## src/rtl/unpooling_2x.sv

```systemverilog
// 2x2 nearest-neighbour upsampler: every pooled pixel is emitted twice per line and every
// line twice, the second copy of a line being replayed from an internal line buffer.
module unpooling_2x #(
  parameter int unsigned DW   = 16,
  parameter int unsigned IN_W = 16,
  parameter int unsigned IN_H = 16
) (
  input  logic          clk,
  input  logic          rst,
  input  logic          in_valid,
  output logic          in_ready,
  input  logic          frame_start_in,
  input  logic          line_start_in,
  input  logic          frame_end_in,
  input  logic [DW-1:0] sig_layer,
  output logic [DW-1:0] up_layer,
  output logic          valid,
  output logic          frame_start_out,
  output logic          line_start_out,
  output logic          frame_end_out
);

  localparam int unsigned CW = $clog2(IN_W);
  localparam int unsigned RW = (IN_H > 1) ? $clog2(IN_H) : 1;
  localparam logic [CW-1:0] COL_LAST = CW'(IN_W - 1);
  localparam logic [RW-1:0] ROW_LAST = RW'(IN_H - 1);

  typedef enum logic [1:0] {
    S_IDLE   = 2'd0,
    S_FILL   = 2'd1,
    S_REPLAY = 2'd2
  } state_t;

  state_t        state_q, state_d;
  logic [CW-1:0] col_q, col_d;
  logic [RW-1:0] row_q, row_d;
  logic          ph_q, ph_d;
  logic          last_line_q, last_line_d;
  logic [DW-1:0] hold_q, hold_d;
  logic [DW-1:0] up_layer_q, up_layer_d;
  logic          valid_q, valid_d;
  logic          frame_start_out_q, frame_start_out_d;
  logic          line_start_out_q, line_start_out_d;
  logic          frame_end_out_q, frame_end_out_d;

  logic [DW-1:0] line_buf_q [IN_W];
  logic          buf_we;
  logic [CW-1:0] buf_wa;

  logic accept;
  logic col_last;
  logic fill_done;
  logic replay_done;
  logic frame_done;
  logic unused_line_start;

  // Line-start marker is informational only; framing is derived from the counters.
  assign unused_line_start = line_start_in;

  assign in_ready    = (state_q == S_IDLE) || ((state_q == S_FILL) && !ph_q);
  // In IDLE only a frame-start pixel is taken into the pipeline; others are swallowed.
  assign accept      = in_valid && in_ready && ((state_q != S_IDLE) || frame_start_in);
  assign col_last    = (col_q == COL_LAST);
  assign fill_done   = (state_q == S_FILL) && ph_q && col_last;
  assign replay_done = (state_q == S_REPLAY) && ph_q && col_last;
  assign frame_done  = (row_q == ROW_LAST) || last_line_q;

  always_ff @(posedge clk or posedge rst) begin
    if (rst) begin
      state_q <= S_IDLE;
    end else begin
      state_q <= state_d;
    end
  end

  always_ff @(posedge clk or posedge rst) begin
    if (rst) begin
      col_q             <= '0;
      row_q             <= '0;
      ph_q              <= 1'b0;
      last_line_q       <= 1'b0;
      hold_q            <= '0;
      up_layer_q        <= '0;
      valid_q           <= 1'b0;
      frame_start_out_q <= 1'b0;
      line_start_out_q  <= 1'b0;
      frame_end_out_q   <= 1'b0;
    end else begin
      col_q             <= col_d;
      row_q             <= row_d;
      ph_q              <= ph_d;
      last_line_q       <= last_line_d;
      hold_q            <= hold_d;
      up_layer_q        <= up_layer_d;
      valid_q           <= valid_d;
      frame_start_out_q <= frame_start_out_d;
      line_start_out_q  <= line_start_out_d;
      frame_end_out_q   <= frame_end_out_d;
    end
  end

  // Line buffer holds the current input line for the vertical replay; no reset needed.
  always_ff @(posedge clk) begin
    if (buf_we) begin
      line_buf_q[buf_wa] <= sig_layer;
    end
  end

  always_comb begin
    state_d = state_q;
    case (state_q)
      S_IDLE:   if (accept) state_d = S_FILL;
      S_FILL:   if (fill_done) state_d = S_REPLAY;
      S_REPLAY: if (replay_done) state_d = frame_done ? S_IDLE : S_FILL;
      default:  state_d = S_IDLE;
    endcase
  end

  always_comb begin
    col_d             = col_q;
    row_d             = row_q;
    ph_d              = ph_q;
    last_line_d       = last_line_q;
    hold_d            = hold_q;
    up_layer_d        = up_layer_q;
    valid_d           = 1'b0;
    frame_start_out_d = 1'b0;
    line_start_out_d  = 1'b0;
    frame_end_out_d   = 1'b0;
    buf_we            = 1'b0;
    buf_wa            = col_q;
    case (state_q)
      S_IDLE, S_FILL: begin
        if (accept) begin
          buf_we     = 1'b1;
          hold_d     = sig_layer;
          up_layer_d = sig_layer;
          valid_d    = 1'b1;
          ph_d       = 1'b1;
          // A frame start always restarts at col 0 / row 0, abandoning any partial line.
          if (frame_start_in) begin
            buf_wa            = '0;
            col_d             = '0;
            row_d             = '0;
            last_line_d       = frame_end_in;
            frame_start_out_d = 1'b1;
            line_start_out_d  = 1'b1;
          end else begin
            last_line_d      = last_line_q | frame_end_in;
            line_start_out_d = (col_q == '0);
          end
        end else if ((state_q == S_FILL) && ph_q) begin
          up_layer_d = hold_q;
          valid_d    = 1'b1;
          ph_d       = 1'b0;
          col_d      = col_last ? '0 : col_q + CW'(1);
        end
      end
      S_REPLAY: begin
        valid_d          = 1'b1;
        up_layer_d       = line_buf_q[col_q];
        line_start_out_d = (col_q == '0) && !ph_q;
        ph_d             = ~ph_q;
        if (ph_q) begin
          col_d = col_last ? '0 : col_q + CW'(1);
        end
        if (replay_done) begin
          if (frame_done) begin
            row_d           = '0;
            last_line_d     = 1'b0;
            frame_end_out_d = 1'b1;
          end else begin
            row_d = row_q + RW'(1);
          end
        end
      end
      default: begin
        ph_d = 1'b0;
      end
    endcase
  end

  assign up_layer        = up_layer_q;
  assign valid           = valid_q;
  assign frame_start_out = frame_start_out_q;
  assign line_start_out  = line_start_out_q;
  assign frame_end_out   = frame_end_out_q;

endmodule

```

## config.mk

```make
export PLATFORM = sky130hd
export DESIGN_NAME = unpooling_2x
export DESIGN_NICKNAME = d
export VERILOG_FILES = /design/src/rtl/unpooling_2x.sv
export SDC_FILE = /design/constraint.sdc
export NUM_CORES = 1
export LEC_CHECK = 0
export BUFFER_PORTS_ARGS = -buffer_cell sky130_fd_sc_hd__clkbuf_2
export CAP_MARGIN = 20
export CORE_MARGIN = 4
export CORE_UTILIZATION = 60
export CTS_BUF_LIST = sky130_fd_sc_hd__clkbuf_4
export DETAILED_ROUTE_END_ITERATION = 8
export PLACE_DENSITY_LB_ADDON = 0.25
export SYNTH_ARGS = -nofsm -noshare
export SYNTH_HDL_FRONTEND = slang
export SYNTH_SLANG_ARGS = --single-unit
```

## constraint.sdc

```tcl
create_clock -name clk -period 3.9 [get_ports clk]
set_input_delay 0.78 -clock clk [delete_from_list [all_inputs] [get_ports clk]]
set_output_delay 0.78 -clock clk [all_outputs]
set_load 0.005 [all_outputs]
```

== Yosys cells after proc, flatten, opt, wreduce, memory -nomap -nowiden ==
Memories as Yosys holds them, arrays and structs flattened.
Cells that the tools add are included.

* Word-level logic and storage cells: 96
* Flip-flop bits (word level): 48
* Memories kept: 1
* RAM bits: 256
* Input port bits: 22
* Output and inout port bits: 21

* Add/sub/neg operators: 2
* Equality and inequality tests: 12
* Multiplexer cells: 45
* Bitwise gates (word level): 2
* Reductions and logical operators: 23

{| class="wikitable"
|+ Memories
! memory !! words !! width !! read ports !! clocked after memory_dff !! write ports !! RTL line !! source
|-
| line_buf_q || 16 || 16 || 1 || 0 || 1 || 46 || <nowiki>logic [DW-1:0] line_buf_q [IN_W];</nowiki>
|}

{| class="wikitable"
|+ Operator list
! cell !! number
|-
| $mux 4 || 11
|-
| $mux 16 || 2
|-
| $pmux 16 s2 || 1
|-
| $mux 1 || 21
|-
| $pmux 4 s2 || 2
|-
| $ne 2x2->1 const B || 7
|-
| $add 4x1->4 const B || 2
|-
| $eq 4x4->1 const B || 2
|-
| $logic_and 1x1->1 || 8
|-
| $pmux 1 s2 || 4
|-
| $reduce_and 4->1 || 2
|-
| $mux 2 || 3
|-
| $pmux 2 s3 || 1
|-
| $reduce_and 3->1 || 2
|-
| $logic_not 4->1 || 1
|-
| $reduce_and 2->1 || 2
|-
| $reduce_bool 2->1 || 2
|-
| $logic_or 1x1->1 || 3
|-
| $ne 3x3->1 const B || 1
|-
| $eq 2x1->1 const B || 1
|-
| $eq 2x2->1 const B || 1
|-
| $logic_not 2->1 || 1
|-
| $reduce_or 2->1 || 1
|-
| $logic_not 1->1 || 1
|-
| 2 further kinds || 2
|}

== Depth between registers and ports, before layout ==
Gate-level depths: netlist of the first run.

* Depth after elaboration: 9
* Depth in mapped cells: 7

== Worst setup path before layout of the first run ==
Ideal clock, no wire load.

* Path kind: input to register
* Start point: input in_valid
* End point: memory line_buf_q[11][0], enable pin
* Setup time: 409 ps
* Slack: 1061 ps
* Arrival time: 2430 ps
* Cell stages on the path: 4
* Buffers on the path: 0
* Cells stage by stage: and2b_2 -> and3b_1 -> nand2_1 -> nor3_1

* Longest elaborated chain between the ends: 6
* Elaborated cells on any way between the ends: 8
* Those cells by class: mux (6); reduce/logical (2)

{| class="wikitable"
|+ Ends and longest elaborated chain
! what !! RTL line !! source
|-
| start: declaration || 10 || <nowiki>input logic in_valid,</nowiki>
|-
| $logic_and 1x1->1 (*) (2 in series) || 62 || <nowiki>assign accept = in_valid && in_ready && ((state_q != S_IDLE) || frame_start_in);</nowiki>
|-
| $mux 1 || 134 || <nowiki>if (accept) begin</nowiki>
|-
| $mux 1 || 132 || <nowiki>case (state_q)</nowiki>
|-
| $mux 1 || 104 || <nowiki>if (buf_we) begin</nowiki>
|-
| $mux 1 (implied by the code) || 105 || <nowiki>line_buf_q[buf_wa] <= sig_layer;</nowiki>
|-
| end: declaration || 46 ||
|}

Mark *: on every way between the ends. The rest lies on a longest branch, timed or not.

== Worst setup path after layout of the first run ==
* Start point: register state_q[1]
* End point: register up_layer_q[14], in the netlist up_layer[14]

* Longest elaborated chain between the ends: 7
* Elaborated cells on any way between the ends: 16
* Those cells by class: eq/ne (3); mux (2); reduce/logical (11)

{| class="wikitable"
|+ Ends and longest elaborated chain
! what !! RTL line !! source
|-
| start: declaration || 34 || <nowiki>state_t state_q, state_d;</nowiki>
|-
| start signal: assignment || 72 || <nowiki>state_q <= state_d;</nowiki>
|-
| $eq 2x1->1 || 60, 132, 152 ||
|-
| $logic_and 1x1->1 || 60 || <nowiki>assign in_ready = (state_q == S_IDLE) || ((state_q == S_FILL) && !ph_q);</nowiki>
|-
| $logic_or 1x1->1 || 60 ||
|-
| $logic_and 1x1->1 (2 in series) || 62 ||
|-
| $mux 16 / $ne 3x3->1 (equally long branches) || -- ||
|-
| $pmux 16 s2 / $reduce_and 2->1 (equally long branches) || -- ||
|-
| end signal: assignment || 94 || <nowiki>up_layer_q <= up_layer_d;</nowiki>
|-
| end: declaration || 40 || <nowiki>logic [DW-1:0] up_layer_q, up_layer_d;</nowiki>
|}

Parallel ways exist; a longest one is shown, timed or not.
A chain may end at the register's enable or synchronous reset.

==> results of run 1 <==
==> stage by stage <==
step / hold slack, ns / total power, W / cell area [um^2]
after floorplan: 0.468 / 0.00488 / 12100
after global placement: 0.480 / 0.00513 / 12600
after detailed placement: 0.485 / 0.00518 / 12600
after CTS: 0.313 / 0.00790 / 13600
after global routing: 0.0300 / 0.00822 / 13600
final: 0.0541 / 0.00784 / 13600
==> worst min path at each step <==
stage	endpoint	depth (start not counted)	start	slack [ns]
CTS	last_line_q	3	frame_end_in	0.31
finish	up_layer[13]	2	rst	0.05
floorplan	hold_q[10]	1	hold_q[10]	0.47
detailed placement	hold_q[4]	1	hold_q[4]	0.48
global route	up_layer[13]	2	rst	0.03
global placement	hold_q[6]	1	hold_q[6]	0.48
==> layout make-up <==
type                            instances  area (um^2)
Sequential cell                       304         8890
Fill cell                            1264         6040
Multi-Input combinational cell        271         2940
Clock buffer                          124          931
Timing Repair Buffer                   64          398
Tap cell                              265          332
Clock inverter                         18         93.8
Inverter                                8         30.0
Antenna cell                            1         2.50
==> cell families (layout without fill, tap and decap cells) <==
| kind of cell | count (synthesis) | count (layout) | synth area share [%] |
|---|---|---|---|
| xor gates and xnor gates | 1 | 1 | 0.0724 |
| muxes | 100 | 100 | 14.5 |
| buffers and inverters | 44 | 214 | 2.49 |
| other | 0 | 1 | 0 |
| and+or+nand+nor | 90 | 90 | 3.69 |
| adders and majority gates | 3 | 3 | 0.310 |
| AOI/OAI and AO/OA | 77 | 77 | 5.44 |
| DFF | 304 | 304 | 73.5 |
==> flip-flops by register name, indices dropped and copies added, names as in the netlist <==
name / count
col_q: 4
frame_end_out: 1
frame_start_out: 1
hold_q: 16
last_line_q: 1
line_buf_q: 256
line_start_out: 1
ph_q: 1
row_q: 4
state_q: 2
up_layer: 16
valid: 1
==> power groups by stage <==
stage | clock [W] | combinational [W] | sequential (W)
4_1_cts | 0.00277 | 0.00119 | 0.00393
3_3_place_gp | 0 | 0.00115 | 0.00398
3_5_place_dp | 0 | 0.00119 | 0.00400
5_1_grt | 0.00298 | 0.00129 | 0.00396
6_report | 0.00271 | 0.00120 | 0.00393
2_1_floorplan | 0 | 0.00106 | 0.00382
==> cells in the final DEF, fill, tap and decap left out, drive strengths merged, types with 16 or more instances in the layout <==
cell,synthesis,layout
a221oi,16,16
nand2,26,26
o221a,16,16
clkbuf,5,165
dfrtp,48,48
buf,31,23
mux2,50,50
a22oi,16,16
mux4,47,47
nand3,19,19
edfxtp,256,256
==> routing by layer <==
| layer | vias up | part of all wire, % | routed length (um) |
|---|---|---|---|
| li1 | 2824 | - | - |
| met1 | 3294 | 42 | 10200 |
| met2 | 281 | 48 | 11700 |
| met3 | 43 | 8.0 | 1960 |
| met4 | 0 | 1.9 | 454 |
| met5 | - | 0 | 0 |
==> critical path: stages (launching register included) <==
cell and delay (ns):
dfrtp_1 0.50, o21bai_1 0.24, a21oi_2 0.83, nand2b_1 0.74, o221a_2 0.46
==> run metrics, run 1 <==
first-pass GRT wire length=38600 um; setup TNS=0 ns; met1 Usage GRT=31.1%; # IOs=43; gr usage total=22.8%; vias in the first global route=7024; detailed placer's ending HPWL=14400 um; worst skew pair latency=0.65 ns; RD Place Congestion=0.807; largest net degree at the start of global routing=61; CP Class=flop to flop; leakage=4.77 nW; final clock skew=0.0293 ns; Avg Synthesized Cell Area=19.5 um^2; Final Util=69.3%; FMAX=343 MHz; met3 Use GR=5.78%; max-cap violations=0; initial core utilization=61.5%; worst path arrival time=3.44 ns; final worst slack=0.980 ns; TritonCTS buffer count=78; outcome=complete, no violations; Switching Share=25.7%; CTS Hold Bufs=0; Worst EP required=4.42 ns; Finished Layout Cells=1055; drt pass-1 iters=6; top cells by count, synth=edfxtp_1 (256), dfrtp_1 (48), mux2_2 (40); vias=6442; gr ovfl total=0; sw power=0.00202 W; Hold Violations, Final=0; Iter 0 DRT Violations=611; worst IR drop on VDD=0.271 mV; Hold Crit Class=primary input to async pin; area delta synth->final=12.6%; area leader, netlist=edfxtp_1; pre-CTS setup slack=0.763 ns; DRC=0; Internal=0.00582 W; Yosys cell types=55; Placed Instances=910; post-DR wirelength/cell=23.0 um; Slew Viols, Final=0; Tcrit/Tclk final=74.9%; CP Capture Point=up_layer[14]; Die Wd=150 um; PostCTS Resize Cnt=0; H-tree depth=3; initial antenna violation count=1; worst-path fanout max=18; Worst setup SP type=flop; busiest layer in global routing=met2; PortBufs=41; Net Count, Synth=644; PwrDens=576 nW/um^2; die height=150 um; Synth area leaders=edfxtp_1 (64%), dfrtp_1 (9.9%), mux4_2 (5.4%), mux4_1 (3.9%), mux2_2 (3.7%); met2 Track Usage GR=36.0%; RR Endpoint=up_layer[14]; RSZ-0062 raised after global routing=false; Worst Tran Pin Value=1.12 ns; post-synth top area share=63.6%; critical path endpoint category=flop; layout cell share with drive strength beyond 1=38.4%; Comb power frac=15.3%; CTS tree=built; Flop pwr share=50.1%; # nets final=752; Worst-path clk slew=0.07 ns; Clk pwr share=34.6%; Synth Warn #=0; Synth Cell Area=12100 um^2; Synth Flop Type=edfxtp_1; clock root cell=clkbuf_4; worst-case reg-to-reg path depth=4; reg-to-reg startpoint=state_q[1]; Synth Register Bits=304; slew margin rel.=25.2%; die area=22500 um^2; synthesized instance count=619; EDFF count, synth=256; clock buffer depth=3; cell with the most instances after synthesis=edfxtp_1; Routed Wire Length=24300 um; number of core rows=51; post-synthesis sequential area ratio=73.5%; final setup vio count=0; origin of the worst setup path=state_q[1]; Tmin final=2.92 ns; post-synthesis async set-or-reset flop share=15.8%; post-DR vias/cell=6.11; number of nets with antenna violations after routing=0; CTS sink count=304; r2r setup slk=0.98 ns; Core Region=19700 um^2; postcts setup bufs=0
(Power assumes the default switching activity.)
==> inputs of run 2 (changes only) <==
- CORE_UTILIZATION: 60 -> 58
- clock period: 3.9 -> 2.5 ns (I/O delays scaled with it)
==> run 2 against run 1 <==
Critical path depth increased by 1. Worst setup slack got worse by 0.66 ns. Sequential share of layout area decreased by 0.56 points. Combinational power increased by 78%. Clock power increased by 48%. Critical path type unchanged. Non-clock buffer count increased by 23. Design area increased by 0.87%.
==> run metrics, run 2 (synthesis results as in run 1) <==
outcome=complete, no violations; FMAX=460 MHz; # nets final=770; Die Wd=152 um; detailed placer's ending HPWL=15700 um; Cell Chain, Critical Path=buf_12, mux4_1, a22oi_1, nand3_1, o221a_2; Core Region=20400 um^2; final worst slack=0.325 ns; postcts setup bufs=0; DRC=0; area delta synth->final=13.6%; Worst setup SP type=flop; critical path endpoint category=flop; gr usage total=21.7%; most frequent cells in the layout=edfxtp_1 (256), clkbuf_4 (109), dfrtp_1 (46); layout cell share with drive strength beyond 1=39.2%; Worst Tran Pin Value=0.625 ns; post-DR wirelength/cell=23.1 um; first-pass GRT wire length=38800 um; # IOs=43; final clock skew=0.0314 ns; RSZ-0062 raised after global routing=false; post-DR vias/cell=6.04; worst IR drop on VDD=0.321 mV; drt pass-1 iters=5; largest net degree at the start of global routing=32; Slew Viols, Final=0; worst path arrival time=2.73 ns; Final Util=67.4%; worst skew pair latency=0.67 ns; commonest non-fill, non-tap cell in the layout=edfxtp_1; Tcrit/Tclk final=87.0%; Worst EP required=3.05 ns; Worst-path clk slew=0.07 ns; slowest CP cell=mux4_1; initial core utilization=59.4%; Routed Wire Length=24600 um; pre-CTS setup slack=-0.0305 ns; gr ovfl total=0; filler instances=1329; Iter 0 DRT Violations=501; max reg flops=256; Tmin final=2.18 ns; slew margin rel.=58.3%; vias in the first global route=6731; clock buffer depth=3; Most flops, register=line_buf_q; initial antenna violation count=1; RD Place Congestion=0.822; number of nets with antenna violations after routing=0; number of core rows=52; worst-path fanout max=24; PwrDens=881 nW/um^2; max-cap violations=0; Placed Area=12800 um^2; PortBufs=41; CP Class=flop to flop; TritonCTS buffer count=73; die height=152 um; total power=0.0121 W; Hold WS=0.0669 ns; Hold Violations, Final=0; die area=23200 um^2; final setup vio count=0; Worst path max stage delay=0.59 ns; Hold Crit Class=primary input to flop; clock root cell=clkbuf_4; vias=6441; Finished Cell Area=13700 um^2; r2r setup slk=0.32 ns; CTS sink count=304; H-tree depth=3; leakage=4.83 nW; CTS tree=built
[run 2: cell types whose count changed in the layout (fill, tap and decap cells not counted), sizes merged]
| cell | delta |
|---|---|
| clkbuf | -15 |
| buf | +22 |
| bufinv | +1 |
| clkinvlp | +1 |
| dlygate4sd3 | +1 |
| clkinv | -4 |
| diode | +1 |
[run 2: final cells by class]
type / instances / area (um^2) / area share (%)
clock buffer: 109 / 818 / 5.96
clock inverter: 16 / 116 / 0.847
timing repair buffer: 87 / 591 / 4.30
sequential: 304 / 8890 / 64.8
multi-input combinational: 271 / 2940 / 21.4
antenna: 2 / 5.00 / 0.0364
tap: 270 / 338 / 2.46
inverter: 8 / 30.0 / 0.219
[run 2: where the power goes]
| part | internal, W | leakage (nW) | total, W | switching [W] |
|---|---|---|---|---|
| clock | 0.00219 | 0.556 | 0.00401 | 0.00182 |
| combinational | 0.00103 | 1.40 | 0.00213 | 0.00110 |
| sequential | 0.00578 | 2.88 | 0.00595 | 0.000174 |
[run 2: metrics by stage]
stage	TNS, ns	std cells
CTS	0	1065
detailed placement	-0.188	939
global route	0	1067
finish	0	1067
floorplan	-8.80	619
global placement	0	939
[run 2: critical path, delay by kind of cell, from the launching register on]
family	cells	cell delay [ns]
compound gates	2	0.49
simple gates	1	0.16
buf+inv	1	0.25
mux	1	0.59
flops	1	0.58
[run 2: per-layer routing]
layer / vias to the layer above / GRT usage [%] / wire length (um)
met5: - / 0 / 0
met4: 0 / 6.81 / 403
met3: 40 / 5.54 / 1690
met2: 230 / 33.5 / 11900
met1: 3326 / 31.1 / 10700
li1: 2845 / - / -
[run 2: path summary, 6_finish.rpt]
check,from,endpoint,cells past startpoint
worst max-delay path,col_q[0],up_layer[3],5
worst min-delay path,frame_end_in,last_line_q,3
worst max register to register,col_q[0],up_layer[3],5
worst min register to register,hold_q[7],hold_q[7],1
max in group asynchronous,rst,state_q[1],4
min in group asynchronous,rst,hold_q[9],3
[run 2: what timing repair did]
action | 4_1_cts | 5_1_grt
endpoints found under the setup margin | 0 | 10
hold buffers | 1 | 0
endpoints found under the hold margin | 28 | 0
gates resized for setup | 0 | 1
==> inputs of run 3 (changes only) <==
- CORE_MARGIN: 4 -> default
==> run 3 against run 2 <==
Highest routed layer unchanged. Core utilization is 0.16 points higher. Hold slack improved by 0.014 ns. Worst setup slack lost 0.15 ns. Largest power group unchanged. Register-to-register slack worse by 0.15 ns. Via count rose by 0.34%. First-iteration DRC count is 5.4% lower.
==> run metrics, run 3 (synthesis results as in run 1) <==
worst path arrival time=2.84 ns; Placed Instances=938; initial antenna violation count=1; initial core utilization=59.4%; final worst slack=0.171 ns; TritonCTS buffer count=75; Worst-path clk slew=0.07 ns; die area=21400 um^2; H-tree depth=3; PwrDens=883 nW/um^2; max-cap violations=0; setup TNS=0 ns; Routed Wire Length=24600 um; # nets final=771; post-DR vias/cell=6.01; Die Wd=146 um; post-DR wirelength/cell=22.9 um; slew margin rel.=29.7%; critical path endpoint category=flop; area delta synth->final=13.8%; number of core rows=52; Core Region=20400 um^2; Tcrit/Tclk final=93.2%; gr ovfl total=0; CP Class=flop to flop; first-pass GRT wire length=37900 um; clock buffer depth=3; Worst EP required=3.01 ns; postcts setup bufs=0; CTS tree=built; Worst Tran Pin Value=1.05 ns; # IOs=43; leakage=4.85 nW; Placed Area=12800 um^2; most frequent cells in the layout=edfxtp_1 (256), clkbuf_4 (114), dfrtp_1 (46); Most flops, register=line_buf_q; CTS sink count=304; Slew Viols, Final=0; RSZ-0062 raised after global routing=false; detailed placer's ending HPWL=15500 um; outcome=complete, no violations; layout cell share with drive strength beyond 1=39.4%; Iter 0 DRT Violations=474; RD Place Congestion=0.864; Finished Layout Cells=1076; vias in the first global route=6729; Tmin final=2.33 ns; die height=146 um; PortBufs=41; number of nets with antenna violations after routing=0; DRC=0; FMAX=429 MHz; Finished Cell Area=13800 um^2; max reg flops=256; clock root cell=clkbuf_4; worst IR drop on VDD=0.326 mV; worst-path fanout max=18; worst skew pair latency=0.65 ns; Worst setup SP type=flop; final setup vio count=0; pre-CTS setup slack=0.231 ns; PostCTS Resize Cnt=0; vias=6463; commonest non-fill, non-tap cell in the layout=edfxtp_1; largest net degree at the start of global routing=55; drt pass-1 iters=5; Hold Violations, Final=0; Final Util=67.6%; gr usage total=24.2%; Hold Crit Class=primary input to flop; final clock skew=0.0352 ns; CTS Hold Bufs=1
[run 3: changes by cell type in the layout (fill, tap and decap cells not counted), sizes merged]
cell      previous run  this run
buf                 45        44
bufinv               2         1
clkbuf             150       155
clkinv              11        20
clkinvlp             1         0
diode                2         1
inv                 10         9
[run 3: cell type report]
cell class	instances	area (um^2)
clock inverter	22	111
tap	270	338
fill	1313	6600
antenna	1	2.50
inverter	8	30.0
multi-input combinational	271	2940
sequential	304	8890
timing repair buffer	86	596
clock buffer	114	856
[run 3: worst max-delay path, stage by stage, from the launching register on]
cell	delay, ns
dfrtp_1	0.51
o21bai_1	0.23
a21oi_2	0.80
nand2b_1	0.12
buf_4	0.25
o221a_2	0.26
[run 3: per-layer routing]
| layer | vias up | GRT usage (%) | wire, um |
|---|---|---|---|
| li1 | 2855 | - | - |
| met1 | 3314 | 35.1 | 10800 |
| met2 | 275 | 37.0 | 11800 |
| met3 | 19 | 5.09 | 1740 |
| met4 | 0 | 8.49 | 280 |
| met5 | - | 0 | 0 |
[run 3: power by group]
group	total (W)	switching [W]	internal (W)	leakage (nW)
clock network	0.00405	0.00186	0.00219	0.579
registers	0.00595	0.000175	0.00578	2.88
logic	0.00216	0.00111	0.00105	1.39
[run 3: path summary, 6_finish.rpt]
check                          endpoint  slack (ns)          from  cells after the start
setup reg to reg           up_layer[15]        0.17    state_q[1]                      5
min in group asynchronous  up_layer[11]        0.38           rst                      3
max in group asynchronous     hold_q[2]        1.52           rst                      4
hold reg to reg               hold_q[2]        0.50     hold_q[2]                      1
setup / recovery           up_layer[15]        0.17    state_q[1]                      5
hold / removal              last_line_q        0.08  frame_end_in                      3
[run 3: through the flow]
step | hold WS, ns | power (W)
after detailed placement | 0.482 | 0.00822
after CTS | 0.0365 | 0.0123
after floorplan | 0.468 | 0.00762
after global placement | 0.480 | 0.00814
after global routing | 0.0498 | 0.0127
final | 0.0813 | 0.0122
